### config.mk
export PLATFORM = sky130hd
export DESIGN_NAME = shadow_compare_logger
export DESIGN_NICKNAME = d
export VERILOG_FILES = /design/src/rtl/shadow_pkg.sv /design/src/rtl/shadow_event_fifo.sv /design/src/rtl/shadow_compare_logger.sv
export SDC_FILE = /design/constraint.sdc
export NUM_CORES = 1
export LEC_CHECK = 0
export CELL_PAD_IN_SITES_DETAIL_PLACEMENT = 1
export CELL_PAD_IN_SITES_GLOBAL_PLACEMENT = 1
export CORE_UTILIZATION = 53
export DETAILED_ROUTE_END_ITERATION = 12
export GPL_TIMING_DRIVEN = 0
export PLACE_DENSITY_LB_ADDON = 0.1
export REMOVE_ABC_BUFFERS = 1
export SYNTH_ARGS = -nofsm -noshare
export SYNTH_HDL_FRONTEND = slang
export SYNTH_SLANG_ARGS = --single-unit
### constraint.sdc
create_clock -name CLK_n -period 6.5 [get_ports CLK_n]
set_input_delay 0.975 -clock CLK_n [delete_from_list [all_inputs] [get_ports CLK_n]]
set_output_delay 0.975 -clock CLK_n [all_outputs]
set_load 0.1 [all_outputs]
### src/rtl/shadow_pkg.sv
// Shared definitions for the shadow-model compare logger.
//   state_t  : logger FSM encoding (IDLE=0, SETTLE=1, RUN=2, FROZEN=3)
//   event_t  : logged event record {ts, diff} at the default widths
//   *_LSB    : lane-packing offsets of the compared vector, shared with the tracer top
//   lane_of  : maps a compared bit index to its lane (0 ctrl, 1 addr, 2 data)
package shadow_pkg;

  typedef enum logic [1:0] {
    ST_IDLE   = 2'd0,
    ST_SETTLE = 2'd1,
    ST_RUN    = 2'd2,
    ST_FROZEN = 2'd3
  } state_t;

  localparam int unsigned DEF_W    = 32;
  localparam int unsigned DEF_TS_W = 24;

  typedef struct packed {
    logic [DEF_TS_W-1:0] ts;
    logic [DEF_W-1:0]    diff;
  } event_t;

  // Caller packs ctrl in [ADDR_LSB-1:CTRL_LSB], addr in [DATA_LSB-1:ADDR_LSB],
  // data from DATA_LSB upwards.
  localparam int unsigned CTRL_LSB = 0;
  localparam int unsigned ADDR_LSB = 4;
  localparam int unsigned DATA_LSB = 16;

  function automatic logic [1:0] lane_of(input int unsigned bit_idx);
    logic [1:0] lane;
    if (bit_idx >= DATA_LSB) begin
      lane = 2'd2;
    end else if (bit_idx >= ADDR_LSB) begin
      lane = 2'd1;
    end else if (bit_idx >= CTRL_LSB) begin
      lane = 2'd0;
    end else begin
      lane = 2'd3;
    end
    return lane;
  endfunction

endpackage

### src/rtl/shadow_event_fifo.sv
// Synchronous event FIFO, DEPTH x DW, no fall-through.
// The head entry is held in a register so that it is 0 after reset/clear and
// keeps its last value while the FIFO is empty.
// Ports:
//   CLK_n    clock, rising edge
//   RESET_n  asynchronous active-low reset
//   clr      synchronous clear (dominates push/pop)
//   push     write wdata (accepted when not full, or full with a pop)
//   pop      drop head (ignored when empty)
//   wdata    entry to write
//   full     DEPTH entries stored
//   empty    no entries stored
//   rdata    registered head entry
module shadow_event_fifo #(
  parameter int DEPTH = 16,
  parameter int DW    = 56
) (
  input  logic          CLK_n,
  input  logic          RESET_n,
  input  logic          clr,
  input  logic          push,
  input  logic          pop,
  input  logic [DW-1:0] wdata,
  output logic          full,
  output logic          empty,
  output logic [DW-1:0] rdata
);

  localparam int AW = $clog2(DEPTH);

  logic [DW-1:0] mem_r [DEPTH];
  logic [AW-1:0] wr_ptr_r;
  logic [AW-1:0] rd_ptr_r;
  logic [AW:0]   cnt_r;
  logic [DW-1:0] head_r;

  logic          pop_s;
  logic          push_s;
  logic          full_s;
  logic          empty_s;
  logic [AW-1:0] rd_nxt_s;

  // Qualify push/pop against occupancy; a full FIFO still accepts a push when it pops.
  always_comb begin
    empty_s  = (cnt_r == '0);
    full_s   = (cnt_r == (AW+1)'(DEPTH));
    pop_s    = pop && !empty_s;
    push_s   = push && (!full_s || pop_s);
    rd_nxt_s = rd_ptr_r + AW'(1);
  end

  // Pointers, occupancy and registered head entry.
  always_ff @(posedge CLK_n or negedge RESET_n) begin
    if (!RESET_n) begin
      wr_ptr_r <= '0;
      rd_ptr_r <= '0;
      cnt_r    <= '0;
      head_r   <= '0;
    end else if (clr) begin
      wr_ptr_r <= '0;
      rd_ptr_r <= '0;
      cnt_r    <= '0;
      head_r   <= '0;
    end else begin
      if (push_s) begin
        wr_ptr_r <= wr_ptr_r + AW'(1);
      end
      if (pop_s) begin
        rd_ptr_r <= rd_nxt_s;
      end
      case ({push_s, pop_s})
        2'b10:   cnt_r <= cnt_r + (AW+1)'(1);
        2'b01:   cnt_r <= cnt_r - (AW+1)'(1);
        default: cnt_r <= cnt_r;
      endcase
      // New head is the pushed word when it lands in an (effectively) empty
      // FIFO, otherwise the next stored entry after a pop.
      if (push_s && (empty_s || (pop_s && cnt_r == (AW+1)'(1)))) begin
        head_r <= wdata;
      end else if (pop_s && cnt_r >= (AW+1)'(2)) begin
        head_r <= mem_r[rd_nxt_s];
      end
    end
  end

  // Storage array; contents are only meaningful between the pointers.
  always_ff @(posedge CLK_n) begin
    if (push_s && !clr) begin
      mem_r[wr_ptr_r] <= wdata;
    end
  end

  assign full  = full_s;
  assign empty = empty_s;
  assign rdata = head_r;

endmodule

### src/rtl/shadow_compare_logger.sv
// Shadow-model pin comparator with mismatch statistics, run trigger and a
// timestamped event log drained over a valid/ready port.
// Ports:
//   CLK_n, RESET_n          clock (rising edge) / async active-low reset
//   arm                     sync pulse: clear stats, FIFO, timestamp; restart
//   shadow, actual, care    model value, observed value, per-bit compare enable
//   ignore                  whole-cycle ignore from the model
//   match                   1 = last sampled cycle matched (forced 1 outside RUN)
//   sticky_mismatch         any mismatch since arm
//   mismatch_count          saturating count of mismatching cycles
//   trigger                 sticky, TRIG_RUN consecutive mismatches seen
//   overflow                sticky, an event was dropped on a full FIFO
//   state                   IDLE=0, SETTLE=1, RUN=2, FROZEN=3
//   rd_valid/rd_ready       event FIFO head handshake
//   rd_ts, rd_diff          head event timestamp and diff bits
module shadow_compare_logger
  import shadow_pkg::*;
#(
  parameter int W            = 32,
  parameter int TS_W         = 24,
  parameter int DEPTH        = 16,
  parameter int CNT_W        = 16,
  parameter int SETTLE       = 2,
  parameter int TRIG_RUN     = 4,
  parameter int LOG_MODE     = 0,
  parameter int STOP_ON_TRIG = 1
) (
  input  logic             CLK_n,
  input  logic             RESET_n,
  input  logic             arm,
  input  logic [W-1:0]     shadow,
  input  logic [W-1:0]     actual,
  input  logic [W-1:0]     care,
  input  logic             ignore,
  output logic             match,
  output logic             sticky_mismatch,
  output logic [CNT_W-1:0] mismatch_count,
  output logic             trigger,
  output logic             overflow,
  output logic [1:0]       state,
  output logic             rd_valid,
  input  logic             rd_ready,
  output logic [TS_W-1:0]  rd_ts,
  output logic [W-1:0]     rd_diff
);

  localparam int RUN_W = $clog2(TRIG_RUN + 1);

  typedef struct packed {
    logic [TS_W-1:0] ts;
    logic [W-1:0]    diff;
  } evt_t;

  state_t           state_r;
  logic [TS_W-1:0]  ts_r;
  logic [RUN_W-1:0] run_r;
  logic [W-1:0]     prev_diff_r;
  logic             prev_miss_r;
  logic             match_r;
  logic             sticky_r;
  logic             trig_r;
  logic             ovf_r;
  logic [CNT_W-1:0] cnt_r;

  logic [W-1:0]     diff_s;
  logic             miss_s;
  logic             trig_hit_s;
  logic             log_s;
  logic             push_s;
  logic             pop_s;
  logic             full_s;
  logic             empty_s;
  evt_t             wevt_s;
  evt_t             revt_s;

  // Per-edge compare, trigger detection and log/FIFO strobes.
  always_comb begin
    diff_s     = (shadow ^ actual) & care;
    miss_s     = (diff_s != '0) && !ignore && (state_r == ST_RUN);
    // run_r holds the misses before this edge, so this miss completes the run.
    trig_hit_s = miss_s && (run_r == RUN_W'(TRIG_RUN - 1));
    if (LOG_MODE == 0) begin
      log_s = miss_s;
    end else begin
      log_s = miss_s && (!prev_miss_r || (diff_s != prev_diff_r));
    end
    // arm clears the FIFO on this edge, so any coincident push/pop is void.
    push_s      = log_s && !arm;
    pop_s       = !empty_s && rd_ready && !arm;
    wevt_s.ts   = ts_r;
    wevt_s.diff = diff_s;
  end

  shadow_event_fifo #(
    .DEPTH (DEPTH),
    .DW    (TS_W + W)
  ) u_fifo (
    .CLK_n   (CLK_n),
    .RESET_n (RESET_n),
    .clr     (arm),
    .push    (push_s),
    .pop     (pop_s),
    .wdata   (wevt_s),
    .full    (full_s),
    .empty   (empty_s),
    .rdata   (revt_s)
  );

  // FSM, timestamp, run counter and sticky statistics.
  always_ff @(posedge CLK_n or negedge RESET_n) begin
    if (!RESET_n) begin
      state_r     <= ST_IDLE;
      ts_r        <= '0;
      run_r       <= '0;
      prev_diff_r <= '0;
      prev_miss_r <= 1'b0;
      match_r     <= 1'b1;
      sticky_r    <= 1'b0;
      trig_r      <= 1'b0;
      ovf_r       <= 1'b0;
      cnt_r       <= '0;
    end else if (arm) begin
      state_r     <= (SETTLE == 0) ? ST_RUN : ST_SETTLE;
      ts_r        <= '0;
      run_r       <= '0;
      prev_diff_r <= '0;
      prev_miss_r <= 1'b0;
      match_r     <= 1'b1;
      sticky_r    <= 1'b0;
      trig_r      <= 1'b0;
      ovf_r       <= 1'b0;
      cnt_r       <= '0;
    end else begin
      match_r     <= !miss_s;
      prev_miss_r <= miss_s;
      prev_diff_r <= diff_s;
      if (miss_s) begin
        sticky_r <= 1'b1;
        if (cnt_r != '1) begin
          cnt_r <= cnt_r + CNT_W'(1);
        end
        // Saturate so a long run with STOP_ON_TRIG=0 cannot wrap and re-hit.
        if (run_r != RUN_W'(TRIG_RUN)) begin
          run_r <= run_r + RUN_W'(1);
        end
      end else begin
        run_r <= '0;
      end
      if (trig_hit_s) begin
        trig_r <= 1'b1;
      end
      if (push_s && full_s && !pop_s) begin
        ovf_r <= 1'b1;
      end
      case (state_r)
        ST_IDLE: begin
          state_r <= ST_IDLE;
        end
        ST_SETTLE: begin
          // The timestamp starts at 0 in SETTLE, so it doubles as the settle count.
          ts_r <= ts_r + TS_W'(1);
          if (ts_r == TS_W'(SETTLE - 1)) begin
            state_r <= ST_RUN;
          end
        end
        ST_RUN: begin
          ts_r <= ts_r + TS_W'(1);
          if (trig_hit_s && (STOP_ON_TRIG != 0)) begin
            state_r <= ST_FROZEN;
          end
        end
        ST_FROZEN: begin
          state_r <= ST_FROZEN;
        end
        default: begin
          state_r <= ST_IDLE;
        end
      endcase
    end
  end

  assign match           = match_r;
  assign sticky_mismatch = sticky_r;
  assign mismatch_count  = cnt_r;
  assign trigger         = trig_r;
  assign overflow        = ovf_r;
  assign state           = state_r;
  assign rd_valid        = !empty_s;
  assign rd_ts           = revt_s.ts;
  assign rd_diff         = revt_s.diff;

endmodule

# After elaboration in Yosys (flattened, before gate mapping)
# Memories as Yosys holds them, arrays and structs flattened.
# Index checks and enable logic that the tools add are counted.
# op_classes
add_sub_neg	7
n_lt_le_gt_ge	1
n_eq_ne	14
muxes	30
bitwise	2
reduce_logical	37
# ops
op	count
two-way mux 56 bit	3
two-way mux 16 bit	3
two-way mux 24 bit	2
AND 32 bit	1
nonzero test 32 bit	1
XOR 32 bit	1
adder 24 x 1 -> 24 bit, second input constant	1
equality test 24 x 1 -> 1 bit, second input constant	1
adder 16 x 1 -> 16 bit, second input constant	1
two-way mux 4 bit	4
inequality test 16 bit, second input constant	1
logical AND 1 bit	14
nonzero test 2 bit	7
one-hot mux 5 bit (2 select lines)	1
two-way mux 1 bit	9
two-way mux 3 bit	3
inequality test 3 bit, second input constant	3
adder 4 x 1 -> 4 bit, second input constant	2
one-hot mux 2 bit (4 select lines)	1
equality test 2 bit, second input constant	3
zero test 1 bit	6
two-way mux 2 bit	3
nonzero test 3 bit	2
adder 5 x 1 -> 5 bit, second input constant	1
14 further kinds	17
# totals
regBits	118
ramBits	896
input_bits	101
output_inout_bits	79
elab_cells	104
memories	1
# memory_table
name	words	width	rd	rd_clocked_by_memory_dff	wr	line	rtl
u_fifo.mem_r	16	56	1	0	1	shadow_event_fifo.sv:31	logic [DW-1:0] mem_r [DEPTH];

# Logic depth before layout (Yosys ltp)
# logic_depth
ltp_word	10
ltp_mapped	10
mapped_depth_nobuf	9

# Modules after synthesis
# From an unflattened synthesis, not the netlist that was laid out.
# unflattened
hier_cells	2056
area_unflattened_um2	40216.1
# modules_own_cells
mod	n_inst	cells_each	area_each_um2	seq_area_each_um2
shadow_event_fifo	1	1692	36847.8	28632.5
shadow_compare_logger	1	364	3368.2	1227.4

# Worst setup path before layout
# Ideal clock, no wire load.
# synth_path
kind	reg2reg
startpoint	reg state_r[1] (netlist: state[1])
endpoint	mem u_fifo.mem_r[1][0], enable pin
setup_ns	0.539
arrival_time_ns	5.975
required_ns	5.961
slack_ns	-0.013
path_stages_with_launch	7
n_path_buf	0
synth_period_minus_slack_ns	6.513
cell_sequence	dfrtp_1 > ha_1 > nor2b_1 > o41ai_4 > nor3_1 > nand2_1 > nor3_1
# synth_between
elab_chain_cells	7
# synth_rtl
item	line	rtl
start, declared	shadow_compare_logger.sv:54	state_t state_r;
start signal, assigned	shadow_compare_logger.sv:123	state_r <= (SETTLE == 0) ? ST_RUN : ST_SETTLE;
equality test 2 bit	shadow_compare_logger.sv:79	miss_s = (diff_s != '0) && !ignore && (state_r == ST_RUN);
logical AND 1 bit	shadow_compare_logger.sv:79	
logical AND 1 bit	shadow_compare_logger.sv:88	push_s = log_s && !arm;
logical AND 1 bit	shadow_event_fifo.sv:48	push_s = push && (!full_s || pop_s);
logical AND 1 bit	shadow_event_fifo.sv:88	if (push_s && !clr) begin
two-way mux 1 bit	shadow_event_fifo.sv:88	
two-way mux 1 bit (implied by the code)	shadow_event_fifo.sv:89	mem_r[wr_ptr_r] <= wdata;
end, declared	shadow_event_fifo.sv:31	
# Every way passes these cells.

# Final worst setup path
# layout_path
startpoint	in actual[12]
endpoint	mem u_fifo.mem_r[8][15], enable pin
# layout_between
elab_chain_cells	10
# layout_rtl
item	line	rtl
start, declared	shadow_compare_logger.sv:32	input logic [W-1:0] actual,
XOR 32 bit	shadow_compare_logger.sv:78	diff_s = (shadow ^ actual) & care;
AND 32 bit	shadow_compare_logger.sv:78	
nonzero test 32 bit	shadow_compare_logger.sv:79	
logical AND 1 bit (2 in a row)	shadow_compare_logger.sv:79	
logical AND 1 bit	shadow_compare_logger.sv:88	
logical AND 1 bit	shadow_event_fifo.sv:48	
logical AND 1 bit	shadow_event_fifo.sv:88	
two-way mux 1 bit	shadow_event_fifo.sv:88	
two-way mux 1 bit (implied by the code)	shadow_event_fifo.sv:89	
# Every way passes these cells.

==> summary.txt <==
Outcome
  – Run status: finished clean

Floorplanning
  – Die Width: 280 um
  – Starting density of the core: around 54%
  – Rows: between 100 and 150
  – Die Ht: 280 um
  – I/O pin count: 180
  – Core box area: about 76000 um^2
  – Die area: 78400 um^2

Synthesis
  – Syn avg cell area: 19.0 um^2
  – Number of library cell types mapped by synthesis: a little over 50
  – XOR/XNOR share of the synthesized area: 1.48%
  – Synth Area in Compound Gates: 3.59%
  – Simple-gate share of the synthesized area: 4.64%
  – Largest family of logic cells by synthesized area: multiplexers
  – Fraction of registers with async set/reset: 11.6%
  – FF+latch count, synth: 1014
  – Fraction of the yosys area taken by sequential cells: 72.9%
  – Post-synth EDFFs: 896
  – YS warnings: 0
  – Post-synthesis mux area share: 15.3%
  – Synth Area in Adders: less than 1%
  – Synth Cell Area: 41000 um^2
  – Cells after Synth: around 2200
  – Main synth FF type: edfxtp_1

Hold path
  – Hold Path Class: input pin to asynchronous set/reset pin

Drt
  – Initial DRT Pass Iterations: 5
  – Detail-routed net length per standard cell: about 30 um
  – Antenna Nets Post-Route: 0
  – Vias: 22123
  – Vias per cell: around 6.2
  – DR DRC count: 0
  – 1st-iter DRT viols: between 2000 and 2500
  – Routed wire length: roughly 110000 um

Cells and area
  – Share of layout cells above drive strength 1: a little under a quarter
  – Multi-input logic area: roughly 11000 um^2
  – Sequential Area: 29900 um^2
  – Area growth syn-to-layout: 19.8%
  – Total Nets Final: approximately 2600
  – Fill cells: 6357
  – Fin cells: 3547
  – Diodes inserted: 0

STA
  – Setup-failing EPs final: 0
  – Min Clock Period, post-route: 4.34 ns
  – Relative slew slack: 25.7%
  – RSZ-0062 raised after global routing: false
  – Worst-margin pin slew: 1.11 ns
  – Setup TNS: 0 ns
  – Fmax: 231 MHz
  – Crit share post-route: 66.7%
  – Max-slew violations: 0
  – Final hold violation count: 0
  – Final Skew: 0.0223 ns

Placement
  – DP Wirelength: 66100 um
  – GP Congestion: 0.743
  – Number of I/O port buffers: 179
  – Inst Count DP: 3357

Global route
  – GRT Residual Overflow: 0
  – First-pass GRT wire length: 158000 um
  – Antenna violations before repair: 0
  – Largest net degree at the start of global routing: 95
  – Number of global-route vias before repair: between 20000 and 25000
  – GRT Overall Usage: 28.0%

Clock network
  – CTS root buf: clkbuf_16
  – Clock Latency Late Sink: 0.65 ns
  – Clock Path Buffers: 3
  – CTS sink cnt: ~1000
  – Cts bufs inserted: 102
  – CTS tree: yes
  – CTS H-Tree Depth: 3
  – Setup Fix Bufs, Post-CTS: 0
  – CTS resizes: 0
  – Clock transition at the registers of the reported paths: about 0.06 ns
  – CTS Hold Bufs: 0

Critical path
  – Critical path class: input pin to register
  – Reg2Reg Setup Slack: approximately 2.6 ns
  – Worst setup SP type: input pin
  – Worst EP arrival: around 4.7 ns
  – Critical Path RT: between 6 and 7 ns
  – Reg2reg start: state[0]
  – Worst r2r dst: u_fifo.mem_r[8][15]
  – Crit path to: u_fifo.mem_r[8][15]
  – Cells on worst reg2reg path: 11
  – Crit path from: actual[12]
  – Critical Path Sink Type: register
  – CP max FO: 20

Power and ir drop
  – Static Leak: 0.0167 uW
  – Worst VDD drop: a little under 0.0004 V
  – PD cells: 387 nW/um^2

Flow run
  – Maxcap violations: 0
state kept, by name, summed over array words and instances, names as in the netlist:
name and flops:
match 1, mismatch_count 16, overflow 1, run_r 3, state 2, sticky_mismatch 1
trigger 1, ts_r 24, u_fifo.cnt_r 5, u_fifo.mem_r 896, u_fifo.rd_ptr_r 4, u_fifo.rdata 56
u_fifo.wr_ptr_r 4
worst min path at each step:
stage | endpoint | depth (start not counted) | slack [ns] | startpoint
2_1_floorplan | u_fifo.rd_ptr_r[1] | 2 | 0.52 | u_fifo.rd_ptr_r[1]
3_3_place_gp | sticky_mismatch | 2 | 0.49 | sticky_mismatch
3_5_place_dp | u_fifo.rdata[19] | 1 | 0.50 | u_fifo.rdata[19]
4_1_cts | u_fifo.rdata[44] | 1 | 0.19 | RESET_n
5_1_grt | u_fifo.rdata[44] | 1 | 0.19 | RESET_n
6_report | u_fifo.rdata[44] | 1 | 0.20 | RESET_n
cell usage after synthesis (all sizes together), types with 2 or more instances:
cell type | number | area [um^2]
or3 | 6 | 37.5
and2 | 32 | 200
clkbuf | 72 | 270
mux2 | 58 | 653
o211ai | 56 | 420
nand4 | 13 | 81.3
o21ai | 14 | 70.1
buf | 47 | 295
mux2i | 56 | 561
nand2b | 5 | 31.3
o41ai | 2 | 36.3
nor3 | 16 | 85.1
mux4 | 224 | 5040
a221o | 58 | 581
ha | 19 | 238
dfrtp | 117 | 2930
xnor2 | 22 | 193
and4 | 2 | 17.5
a211oi | 3 | 22.5
nor2b | 56 | 350
a311oi | 2 | 17.5
a21oi | 28 | 140
nor4 | 8 | 50.1
nand4b | 2 | 17.5
nand2 | 87 | 327
nor2 | 128 | 480
a22oi | 16 | 120
xor2 | 47 | 412
edfxtp | 896 | 26900
nor4b | 3 | 41.3
inv | 19 | 71.3
and3 | 9 | 56.3
nand3 | 19 | 95.1
area by class of cell:
type / count / area share [%]
clock inverter: 46 / 0.920
multi-input combinational: 1002 / 21.7
tap: 1030 / 2.63
clock buffer: 143 / 5.83
timing repair buffer: 293 / 7.94
inverter: 19 / 0.145
sequential: 1014 / 60.9
power breakdown:
part	leakage [uW]	internal (uW)	total [uW]	switching, uW
sequential	0.00975	7290	7520	231
combinational	0.00536	2420	5630	3220
clock	0.00162	3410	5840	2430
total	0.0167	13100	19000	5880
kinds of logic after synthesis:
| logic type | count (synthesis) |
|---|---|
| xor gates and xnor gates | 69 |
| buffers and inverters | 138 |
| muxes | 338 |
| adders and majority gates | 19 |
| DFF | 1014 |
| AOI/OAI and AO/OA | 186 |
| and+or+nand+nor | 390 |
through the flow:
| stage | cell area (um^2) | setup slack [ns] | power, uW | util [%] | hold WS [ns] |
|---|---|---|---|---|---|
| floorplan | 40400 | -10.72 | 12200 | - | 0.517 |
| global placement | 43500 | -22.00 | 12800 | 57.1 | 0.488 |
| detailed placement | 45800 | 0.862 | 13300 | 60.0 | 0.500 |
| CTS | 49100 | 1.55 | 19100 | 64.4 | 0.190 |
| global route | 49100 | 1.99 | 19600 | 64.4 | 0.193 |
| finish | 49100 | 2.16 | 19000 | 64.4 | 0.199 |
placed cells by master, fill, tap and decap left out, types with 15 or more instances in the layout:
cell type	instances
a21oi_1	28
a221o_1	58
a22oi_1	16
and2_1	32
buf_12	30
buf_16	31
buf_6	39
buf_8	15
clkbuf_1	29
clkbuf_16	105
clkdlybuf4s50_1	177
clkinv_2	19
dfrtp_1	116
edfxtp_1	896
ha_1	18
inv_1	19
mux2_2	58
mux2i_1	56
mux4_2	224
nand2_1	87
nand3_1	19
nor2_1	116
nor2b_1	56
o211ai_1	56
xnor2_1	21
xor2_1	46
per-layer routing:
| layer | wire length [um] | vias to the layer above | GRT usage (%) |
|---|---|---|---|
| met5 | 0 | - | 0 |
| met4 | 2990 | 0 | 8.69 |
| met3 | 6830 | 190 | 4.52 |
| met2 | 52700 | 847 | 45.5 |
| met1 | 44700 | 11846 | 39.3 |
| li1 | - | 9240 | - |
critical path, cell delays in order:
cell	delay, ns
clkdlybuf4s50_1	0.49
xor2_1	0.23
a22oi_1	0.23
nand4_1	0.34
o41ai_4	0.19
buf_6	0.21
nor3_1	0.37
nand2_1	0.33
nor2_4	0.58
buf_16	0.24
buf_12	0.22
buf_12	0.22
No activity file was read; power rests on OpenSTA's default activity.
